==> config.mk <==
export PLATFORM = sky130hd
export DESIGN_NAME = ram_fill_ctrl
export DESIGN_NICKNAME = d
export VERILOG_FILES = /design/src/rtl/ram_fill_ctrl.sv
export SDC_FILE = /design/constraint.sdc
export NUM_CORES = 1
export LEC_CHECK = 0
export CAP_MARGIN = 20
export CORE_ASPECT_RATIO = 1.25
export CORE_MARGIN = 2
export CORE_UTILIZATION = 47
export CTS_BUF_LIST = sky130_fd_sc_hd__clkbuf_16
export CTS_CLUSTER_DIAMETER = 50
export DETAILED_ROUTE_END_ITERATION = 16
export GPL_ROUTABILITY_DRIVEN = 0
export PLACE_DENSITY = 0.81
export SYNTH_ARGS = -nofsm -noshare
export SYNTH_HDL_FRONTEND = slang
export SYNTH_SLANG_ARGS = --single-unit
export TNS_END_PERCENT = 10
==> constraint.sdc <==
create_clock -name clk -period 2.9 [get_ports clk]
set_clock_uncertainty 0.05 [all_clocks]
set_input_delay 0.87 -clock clk [delete_from_list [all_inputs] [get_ports clk]]
set_output_delay 0.87 -clock clk [all_outputs]
set_load 0.02 [all_outputs]
==> src/rtl/ram_fill_ctrl.sv <==
// Block fill sequencer for a RAM512: writes constant or incrementing words.
// Optional read-back check of the filled range under RAM_FILL_VERIFY_EN.
module ram_fill_ctrl #(
  parameter int ADDR_W = 9,
  parameter int DATA_W = 16
) (
  input  logic              clk,
  input  logic              reset,
  input  logic              start,
  input  logic [ADDR_W-1:0] base_addr,
  input  logic [ADDR_W:0]   count,
  input  logic [DATA_W-1:0] seed,
  input  logic              incr,
  input  logic [DATA_W-1:0] ram_out,
  output logic [DATA_W-1:0] ram_in,
  output logic [ADDR_W-1:0] ram_addr,
  output logic              ram_load,
  output logic              busy,
  output logic              done,
  output logic              error
);

  localparam logic [ADDR_W:0] MAX_CNT = {1'b1, {ADDR_W{1'b0}}};
  localparam logic [ADDR_W:0] ONE     = {{ADDR_W{1'b0}}, 1'b1};

`ifdef RAM_FILL_VERIFY_EN
  typedef enum logic [1:0] {
    S_IDLE   = 2'd0,
    S_FILL   = 2'd1,
    S_DONE   = 2'd2,
    S_VERIFY = 2'd3
  } state_e;
`else
  typedef enum logic [1:0] {
    S_IDLE = 2'd0,
    S_FILL = 2'd1,
    S_DONE = 2'd2
  } state_e;
`endif

  state_e            state_q, state_d;
  logic [ADDR_W-1:0] addr_q, addr_d;
  logic [DATA_W-1:0] data_q, data_d;
  logic [ADDR_W:0]   rem_q, rem_d;
  logic              load_q, load_d;
  logic              busy_q, busy_d;
  logic              done_q, done_d;
  logic              incr_q, incr_d;
  logic [ADDR_W:0]   clamp;

`ifdef RAM_FILL_VERIFY_EN
  logic [ADDR_W-1:0] base_q, base_d;
  logic [DATA_W-1:0] seed_q, seed_d;
  logic [ADDR_W:0]   cnt_q, cnt_d;
  logic              err_q, err_d;
`else
  logic unused_ram_out;
  assign unused_ram_out = ^ram_out;
`endif

  assign clamp = (count > MAX_CNT) ? MAX_CNT : count;

  always_comb begin
    state_d = state_q;
    addr_d  = addr_q;
    data_d  = data_q;
    rem_d   = rem_q;
    load_d  = load_q;
    busy_d  = busy_q;
    done_d  = 1'b0;
    incr_d  = incr_q;
`ifdef RAM_FILL_VERIFY_EN
    base_d  = base_q;
    seed_d  = seed_q;
    cnt_d   = cnt_q;
    err_d   = err_q;
`endif
    unique case (state_q)
      S_IDLE: begin
        if (start) begin
          incr_d = incr;
`ifdef RAM_FILL_VERIFY_EN
          base_d = base_addr;
          seed_d = seed;
          cnt_d  = clamp;
          err_d  = 1'b0;
`endif
          if (clamp != '0) begin
            state_d = S_FILL;
            load_d  = 1'b1;
            busy_d  = 1'b1;
            addr_d  = base_addr;
            data_d  = seed;
            rem_d   = clamp;
          end else begin
            state_d = S_DONE;
            done_d  = 1'b1;
          end
        end
      end
      S_FILL: begin
        if (rem_q == ONE) begin
          load_d = 1'b0;
`ifdef RAM_FILL_VERIFY_EN
          // re-walk the range; data_q now carries the expected word
          state_d = S_VERIFY;
          addr_d  = base_q;
          data_d  = seed_q;
          rem_d   = cnt_q;
`else
          state_d = S_DONE;
          busy_d  = 1'b0;
          done_d  = 1'b1;
`endif
        end else begin
          addr_d = addr_q + ADDR_W'(1);
          data_d = data_q + DATA_W'(incr_q);
          rem_d  = rem_q - ONE;
        end
      end
`ifdef RAM_FILL_VERIFY_EN
      S_VERIFY: begin
        if (ram_out != data_q) begin
          err_d = 1'b1;
        end
        if (rem_q == ONE) begin
          state_d = S_DONE;
          busy_d  = 1'b0;
          done_d  = 1'b1;
        end else begin
          addr_d = addr_q + ADDR_W'(1);
          data_d = data_q + DATA_W'(incr_q);
          rem_d  = rem_q - ONE;
        end
      end
`endif
      S_DONE: begin
        state_d = S_IDLE;
      end
      default: begin
        state_d = S_IDLE;
      end
    endcase
  end

  always_ff @(posedge clk) begin
    if (reset) begin
      state_q <= S_IDLE;
      addr_q  <= '0;
      data_q  <= '0;
      rem_q   <= '0;
      load_q  <= 1'b0;
      busy_q  <= 1'b0;
      done_q  <= 1'b0;
      incr_q  <= 1'b0;
`ifdef RAM_FILL_VERIFY_EN
      base_q  <= '0;
      seed_q  <= '0;
      cnt_q   <= '0;
      err_q   <= 1'b0;
`endif
    end else begin
      state_q <= state_d;
      addr_q  <= addr_d;
      data_q  <= data_d;
      rem_q   <= rem_d;
      load_q  <= load_d;
      busy_q  <= busy_d;
      done_q  <= done_d;
      incr_q  <= incr_d;
`ifdef RAM_FILL_VERIFY_EN
      base_q  <= base_d;
      seed_q  <= seed_d;
      cnt_q   <= cnt_d;
      err_q   <= err_d;
`endif
    end
  end

  assign ram_in   = data_q;
  assign ram_addr = addr_q;
  assign ram_load = load_q;
  assign busy     = busy_q;
  assign done     = done_q;
`ifdef RAM_FILL_VERIFY_EN
  assign error    = err_q;
`else
  assign error    = 1'b0;
`endif

endmodule

### Word level (Yosys, flattened, before mapping)

Cells that the tools add are included.

| storage, ports and cells | value |
|---|---|
| register bits | 40 |
| latch bits | 0 |
| word-level logic and storage cells | 49 |
| memory bits (writable) | 0 |
| memories kept | 0 |
| memory bits (read-only) | 0 |
| input bits | 55 |

| cells by class | value |
|---|---|
| bitwise gates (word level) | 0 |
| magnitude comparators | 1 |
| multiplexer cells | 25 |
| div/mod/pow operators | 0 |
| shift operators | 0 |
| equality and inequality tests | 6 |
| add/subtract/negate cells | 3 |
| $mul | 0 |
| reduce and logical (&&, ||, !) cells | 7 |

Operator list:

| kind | number |
|---|---|
| two-way mux 16 bit | 3 |
| two-way mux 10 bit | 4 |
| one-hot mux 16 bit (2 select lines) | 1 |
| two-way mux 9 bit | 3 |
| one-hot mux 10 bit (2 select lines) | 1 |
| one-hot mux 9 bit (2 select lines) | 1 |
| adder 16 x 1 -> 16 bit | 1 |
| equality test 10 x 1 -> 1 bit (second input constant) | 1 |
| > comparator 10 bit (second input constant) | 1 |
| nonzero test 10 bit | 1 |
| subtractor 10 x 1 -> 10 bit (second input constant) | 1 |
| adder 9 x 1 -> 9 bit (second input constant) | 1 |
| inequality test 2 bit (second input constant) | 4 |
| AND reduction 4 bit | 2 |
| two-way mux 1 bit | 6 |
| two-way mux 2 bit | 3 |
| one-hot mux 1 bit (2 select lines) | 2 |
| one-hot mux 2 bit (2 select lines) | 1 |
| AND reduction 2 bit | 2 |
| equality test 2 x 1 -> 1 bit (second input constant) | 1 |
| logical NOT 2 bit | 1 |
| nonzero test 2 bit | 1 |

### Depth between registers and ports, before layout

Gate-level depths: netlist (run 1).

| depth | value |
|---|---|
| depth after elaboration | 6 |
| depth in mapped cells | 7 |
| mapped depth without buffers | 6 |

### Worst setup path after synthesis (run 1)

Ideal clock, no wire load.

| path | value |
|---|---|
| kind | input port to flip-flop |
| start point | input port count[0] |
| end point | register data_q[15] (netlist: ram_in[15]) |
| required time | 2.716 ns |
| cell stages on the path | 5 |
| arrival time | 2.251 ns |
| slack | 0.465 ns |
| setup time | 0.134 ns |
| cell sequence | or4_1 > o31a_2 > nor2_4 > buf_2 > o32ai_1 |

| on the way | value |
|---|---|
| cells in the longest elaborated chain, start to end | 5 |

RTL lines:

| element | line | text |
|---|---|---|
| start, declared | 11 | `input logic [ADDR_W:0] count,` |
| > comparator 10 bit | 61 | `assign clamp = (count > MAX_CNT) ? MAX_CNT : count;` |
| two-way mux 10 bit * | 61 |  |
| nonzero test 10 bit * | 88 | `if (clamp != '0) begin` |
| inequality test 2 bit (no line) * | - |  |
| AND reduction 4 bit (no line) * | - |  |
| end signal, assigned | 165 | `data_q <= data_d;` |
| end, declared | 43 | `logic [DATA_W-1:0] data_q, data_d;` |

Mark *: on every way between the ends. The rest lies on a longest branch, timed or not.
A chain may end at the register's enable or synchronous reset.

### Final worst setup path (run 1)

| path | value |
|---|---|
| start point | input port count[0] |
| end point | register rem_q[0] |

| on the way | value |
|---|---|
| cells in the longest elaborated chain, start to end | 5 |
| elaborated cells on any way between the ends | 8 |

RTL lines:

| element | line | text |
|---|---|---|
| > comparator 10 bit | 61 |  |
| two-way mux 10 bit * | 61 |  |
| nonzero test 10 bit or two-way mux 10 bit (tied branches) | 88 |  |
| inequality test 2 bit (no line) or two-way mux 10 bit (tied branches) | - |  |
| AND reduction 4 bit (no line) or one-hot mux 10 bit (2 select lines) (tied branches) | - |  |
| end signal, assigned | 166 | `rem_q <= rem_d;` |
| end, declared | 44 | `logic [ADDR_W:0] rem_q, rem_d;` |

Mark *: on every way between the ends. The rest lies on a longest branch, timed or not. The select of a mux whose other input is x is not followed.

==> results of run 1 <==
-- placed cells by master, fill, tap and decap left out, types with 2 or more instances in the layout --
master	count
and2_1	2
inv_1	9
a31oi_1	9
nor2_1	19
nand4_1	8
nand3_1	11
ha_1	5
a32o_1	2
o31ai_4	2
and4_1	5
clkinv_2	2
clkdlybuf4s50_1	66
o22ai_1	5
a221oi_2	2
buf_4	18
buf_12	3
a22oi_1	11
or4_1	5
nor4_1	6
o21ai_0	7
o21a_1	2
clkinv_1	3
nand2_1	35
a21oi_1	25
a311oi_1	5
o32ai_1	22
nor3_1	18
dfxtp_1	40
a32oi_1	4
or3_1	5
a2bb2oi_1	5
clkbuf_16	5
nor3b_1	4
and3_1	2
o31a_1	4
-- area by class of cell --
class                      count  area (um^2)
fill                         463         1850
inverter                      11         41.3
tap                           64         80.1
clock buffer                   5          125
sequential                    40          801
multi-input combinational    247         1600
timing repair buffer          87          856
clock inverter                 3         13.8
-- report_power, final --
group          total (mW)  switching [mW]  internal [mW]
Combinational       0.631           0.335          0.296
Clock               0.535           0.222          0.313
Sequential          0.690          0.0808          0.610
Total                1.86           0.638           1.22
-- tightest hold or removal path: stages, from the launching register on --
cell and delay (ps):
dfxtp_1 320, nand2_1 60, o32ai_1 50
-- cell families after synthesis --
| group | after synthesis |
|---|---|
| AND/OR/NAND/NOR | 128 |
| AO/OA/AOI/OAI | 111 |
| buffers and inverters | 41 |
| flip-flops | 40 |
| adder cells (fa/ha/maj) | 5 |
| multiplexers | 2 |
| other | 1 |
-- state kept, by name (all words and copies together), names as in the netlist --
signal	count
ram_in	16
rem_q	10
ram_addr	9
state_q	2
busy	1
done	1
incr_q	1
-- path summary, 6_finish.rpt --
kind          startpoint           to  slack [ps]  cells past startpoint
min reg2reg  ram_addr[8]  ram_addr[8]         430                      2
min          ram_addr[8]  ram_addr[8]         430                      2
max reg2reg     rem_q[0]    ram_in[9]         640                      6
max             count[0]     rem_q[0]         210                      6
-- metrics by stage --
stage	instance area (um^2)	hold slack [ps]	util (%)	total power, mW
2_1_floorplan	2580	396	-	1.07
3_3_place_gp	3380	407	63.0	1.31
3_5_place_dp	3380	420	63.0	1.32
4_1_cts	3520	432	65.6	1.85
5_1_grt	3520	439	65.6	1.94
6_report	3520	435	65.6	1.86
-- metal layers --
layer  GRT usage [%]  routed length, um  part of all wire [%]
met5               0                  0                     0
met4            9.97                181                   2.3
met3            3.47                485                   6.1
met2            46.9               4030                    51
met1            30.9               3230                    41
==> flow_summary.toml, run 1 <==
[run]
maxCapViolCount = 0

[cts]
cts_hold_buf = 0
numCtsBuffers = 5
clock_latency_ps = 290
clock_sinks = 40
postCtsSetupBuffers = 0
root_buffer = "clkbuf_16"
cts.repair.resized = 0
cts_tree = "done"
cts_buffer_depth = 2
h-tree-depth = 2
clkTransAtPathRegs_ps = 60

[yosys]
syn_nets = 388
ys_seq_area_share_pct = 31.0
synthArstFlopShare_pct = 0
synth_compound_area_share_pct = 32.7
synth_top_family_by_area = "compound AO/OA/AOI/OAI gates"
yosys.area_share.adder_pct = 2.42
synth_area_leaders = "dfxtp_1 31%, o32ai_1 7.5%, nand2_1 5.1%, a21oi_1 4.8%, nor3_1 3.5%"
syn_inst = 328
synth_most_common_cell = "dfxtp_1"
synth_warnings = 0
synth_area_mm2 = 0.00258
synth_flop_cell = "dfxtp_1"
synth_top_area_share_pct = 31.0
syn-mean-instance-area_um2 = 7.88
synthSimpleGateAreaFrac_pct = 25.9
synth.distinct_cells = 52
synth_xor_area_share_pct = 0
synthTopCellsByCount = "40 x dfxtp_1, 35 x nand2_1, 25 x a21oi_1"
synth_mux_area_share_pct = 0.823
synth_edf_count = 0
synth-seq-cells = 40
synth_top_area_cell = "dfxtp_1"

[finish]
fin_cells = 457
antenna_cells = 0
area_delta_synth_final_pct = 36.2
fin_nets = 452
drive_gt1_share_pct = 10.4

[setup_path]
cp-end-kind = "register"
path_delay_family = "compound AO/OA/AOI/OAI gates"
cp.required_ps = 3010
cp_cell_sequence = "clkdlybuf4s50_1, or4_1, o31a_2, buf_4, o211ai_1, a31oi_1"
critPathKind = "in2reg"
path_max_fanout = 8
crit_arrival_ps = 2800
cp_slowest_stage_delay_ps = 620
startpoint_type = "primary input"
cp_num_buf_inv = 2
slowest_stage = "or4_1"

[sta]
rsz0062_at_grt = "no"
min_period_ps = 2690
fin_ws_ps = 214
setup_viol = 0
fin_setup_tns_ps = 0
maxSlewViolCount = 0
slew_headroom_pct = 48.8
worstMarginPinSlew_ps = 767
finalHoldViolCount = 0
fin_crit_sh_pct = 92.6
fmax_mhz = 372

[global_routing]
grt_pass1_vias = 2844
antenna_found_initial = 0
grt_pass1_wl_um = 13000
grt_util_all_layers_pct = 25.9
gr-total-overflow = 0
grt_max_degree = 55

[detailed_routing]
dr.pass1.iters = 5
drtIter0Drc = 216
drc = 0
via_per_inst = 6.58
ant_nets = 0
vias = 3007
wl_um = 7920
wl_per_cell_um = 17.3

[floorplanning]
coreArea_mm2 = 0.00537
fp.dieW_um = 70.3
initial_core_util_pct = 48.2
io_pins = 84
dieHeight_um = 86.9
dieArea_mm2 = 0.00611
row_count = 30

[min_path]
min_path_type = "reg2reg"

[run_status]
outcome = "finished clean"

[power_and_ir_drop]
vdd_drop_max_mv = 0.311
leakage_nw = 1.23
p_per_area_mw_per_mm2 = 527

[placed_design]
dp_cells = 449
dp_hpwl_um = 5460
dp_slack_ps = -72.8
port_buffers = 66
No activity file was read; power rests on OpenSTA's default activity.
==> run 2, diff against run 1 <==
ABC_CLOCK_PERIOD_IN_PS = 2900   (was unset)
PLACE_DENSITY = 0.82   (was 0.81)
==> run 2 against run 1 <==
Register-to-register slack got worse by 80 ps. Via count is 0.37% lower. Cell area increased by 0.39%. Final cell count shrank 0.44%. Core utilization is 0.26 points higher. Flip-flop and latch count unchanged. Count of clock-buffer cells in the layout did not move. Clock power is 20% higher. Setup slack gained 2.8 ps. Routed wire length up 2.0%. Critical path type unchanged.
==> flow_summary.toml, run 2 (synthesis results as in run 1) <==
[run_status]
outcome = "finished clean"

[setup_path]
cp-end-kind = "register"
startpoint_type = "primary input"
path_max_fanout = 11
r2r_cells = 6
cp.required_ps = 3040
critPathKind = "in2reg"
reg2reg_setup_slack_ps = 560
crit_arrival_ps = 2820
r2r-end = "rem_q[7]"
r2r-start = "rem_q[1]"

[placed_design]
dp_cells = 447
port_buffers = 66
dp_slack_ps = -62.2
dp_hpwl_um = 5500

[power_and_ir_drop]
fin_total_pwr_mw = 1.96
leakage_nw = 1.23
p_per_area_mw_per_mm2 = 556
vdd_drop_max_mv = 0.274

[cts]
cts_buffer_depth = 2
clock_latency_ps = 290
cts.repair.resized = 0
cts_hold_buf = 0
h-tree-depth = 2
root_buffer = "clkbuf_16"
cts_tree = "done"
numCtsBuffers = 5
clock_sinks = 40
postCtsSetupBuffers = 0
clkTransAtPathRegs_ps = 60

[sta]
worstMarginPinSlew_ps = 746
fin_ws_ps = 216
rsz0062_at_grt = "no"
min_period_ps = 2680
fmax_mhz = 373
fin_crit_sh_pct = 92.5
slew_headroom_pct = 50.1
finalHoldViolCount = 0
maxSlewViolCount = 0
setup_viol = 0

[finish]
drive_gt1_share_pct = 10.2
antenna_cells = 0
fin_nets = 450
final_common_cell = "clkdlybuf4s50_1"
layout_common_cells = "66 x clkdlybuf4s50_1, 40 x dfxtp_1, 35 x nand2_1"
largest_reg_flops = 16
fin_cells = 455
n_fill_cell = 485
area_delta_synth_final_pct = 36.7

[floorplanning]
io_pins = 84
dieArea_mm2 = 0.00611
row_count = 30
initial_core_util_pct = 48.2
coreArea_mm2 = 0.00537
dieHeight_um = 86.9
fp.dieW_um = 70.3

[min_path]
holdPathEnd = "rem_q[9]"
hold_path_depth = 2
min_path_type = "reg2reg"
min-delay-start = "rem_q[9]"

[detailed_routing]
vias = 2996
wl_per_cell_um = 17.8
via_per_inst = 6.58
ant_nets = 0
drc = 0
dr.pass1.iters = 5
drtIter0Drc = 327
wl_um = 8090

[global_routing]
grt_pass1_wl_um = 13400
gr-total-overflow = 0
grt_max_degree = 51
antenna_found_initial = 0
grt_pass1_vias = 2867
grt_util_all_layers_pct = 26.8

[run]
maxCapViolCount = 0
## run 2: cell count changes in the layout (fill, tap and decap cells not counted), sizes merged
cell | previous run | this run
clkinvlp | 0 | 1
buf | 21 | 19
clkinv | 5 | 3
bufinv | 0 | 1
## run 2: metal layers
metal | wire (um) | track usage (%) | up-vias
met1 | 3290 | 32.4 | 1422
met3 | 496 | 4.98 | 26
met5 | 0 | 0 | -
li1 | - | - | 1411
met4 | 180 | 10.3 | 0
met2 | 4120 | 47.1 | 137
## run 2: worst max path at each step
stage / from / endpoint / slack (ps)
after floorplan: count[0] / ram_in[15] / 460
after global placement: count[0] / ram_in[9] / -30
after detailed placement: count[0] / ram_in[9] / -60
after CTS: count[0] / ram_in[9] / 220
after global routing: count[0] / rem_q[7] / 110
final: count[6] / rem_q[7] / 220
## run 2: layout make-up
cell class	instances	area (um^2)	area share [%]
Multi-Input combinational cell	247	1600	45.4
Timing Repair Buffer	85	841	23.8
Sequential cell	40	801	22.7
Clock buffer	5	125	3.54
Tap cell	64	80.1	2.27
Clock inverter	3	42.5	1.20
Inverter	11	41.3	1.17
## run 2: report_power, final
group          switching (mW)  total [mW]  leakage, nW  internal, mW
combinational           0.336       0.633        0.821         0.297
sequential             0.0813       0.691        0.330         0.609
clock                   0.236       0.641       0.0798         0.404
total                   0.654        1.96         1.23          1.31
## run 2: through the flow
step	util, %	area, um^2	setup TNS [ps]	hold slack [ps]
3_5_place_dp	62.7	3370	-465	419
2_1_floorplan	-	2580	0	396
4_1_cts	65.9	3530	0	427
3_3_place_gp	62.7	3370	-91.7	407
6_report	65.9	3530	0	427
5_1_grt	65.9	3530	0	452
## run 2: worst max-delay path, cell delays in order
cell             delay, ps
clkdlybuf4s50_1        430
or4_4                  580
o31ai_4                360
nand2_2                260
a311oi_1               310
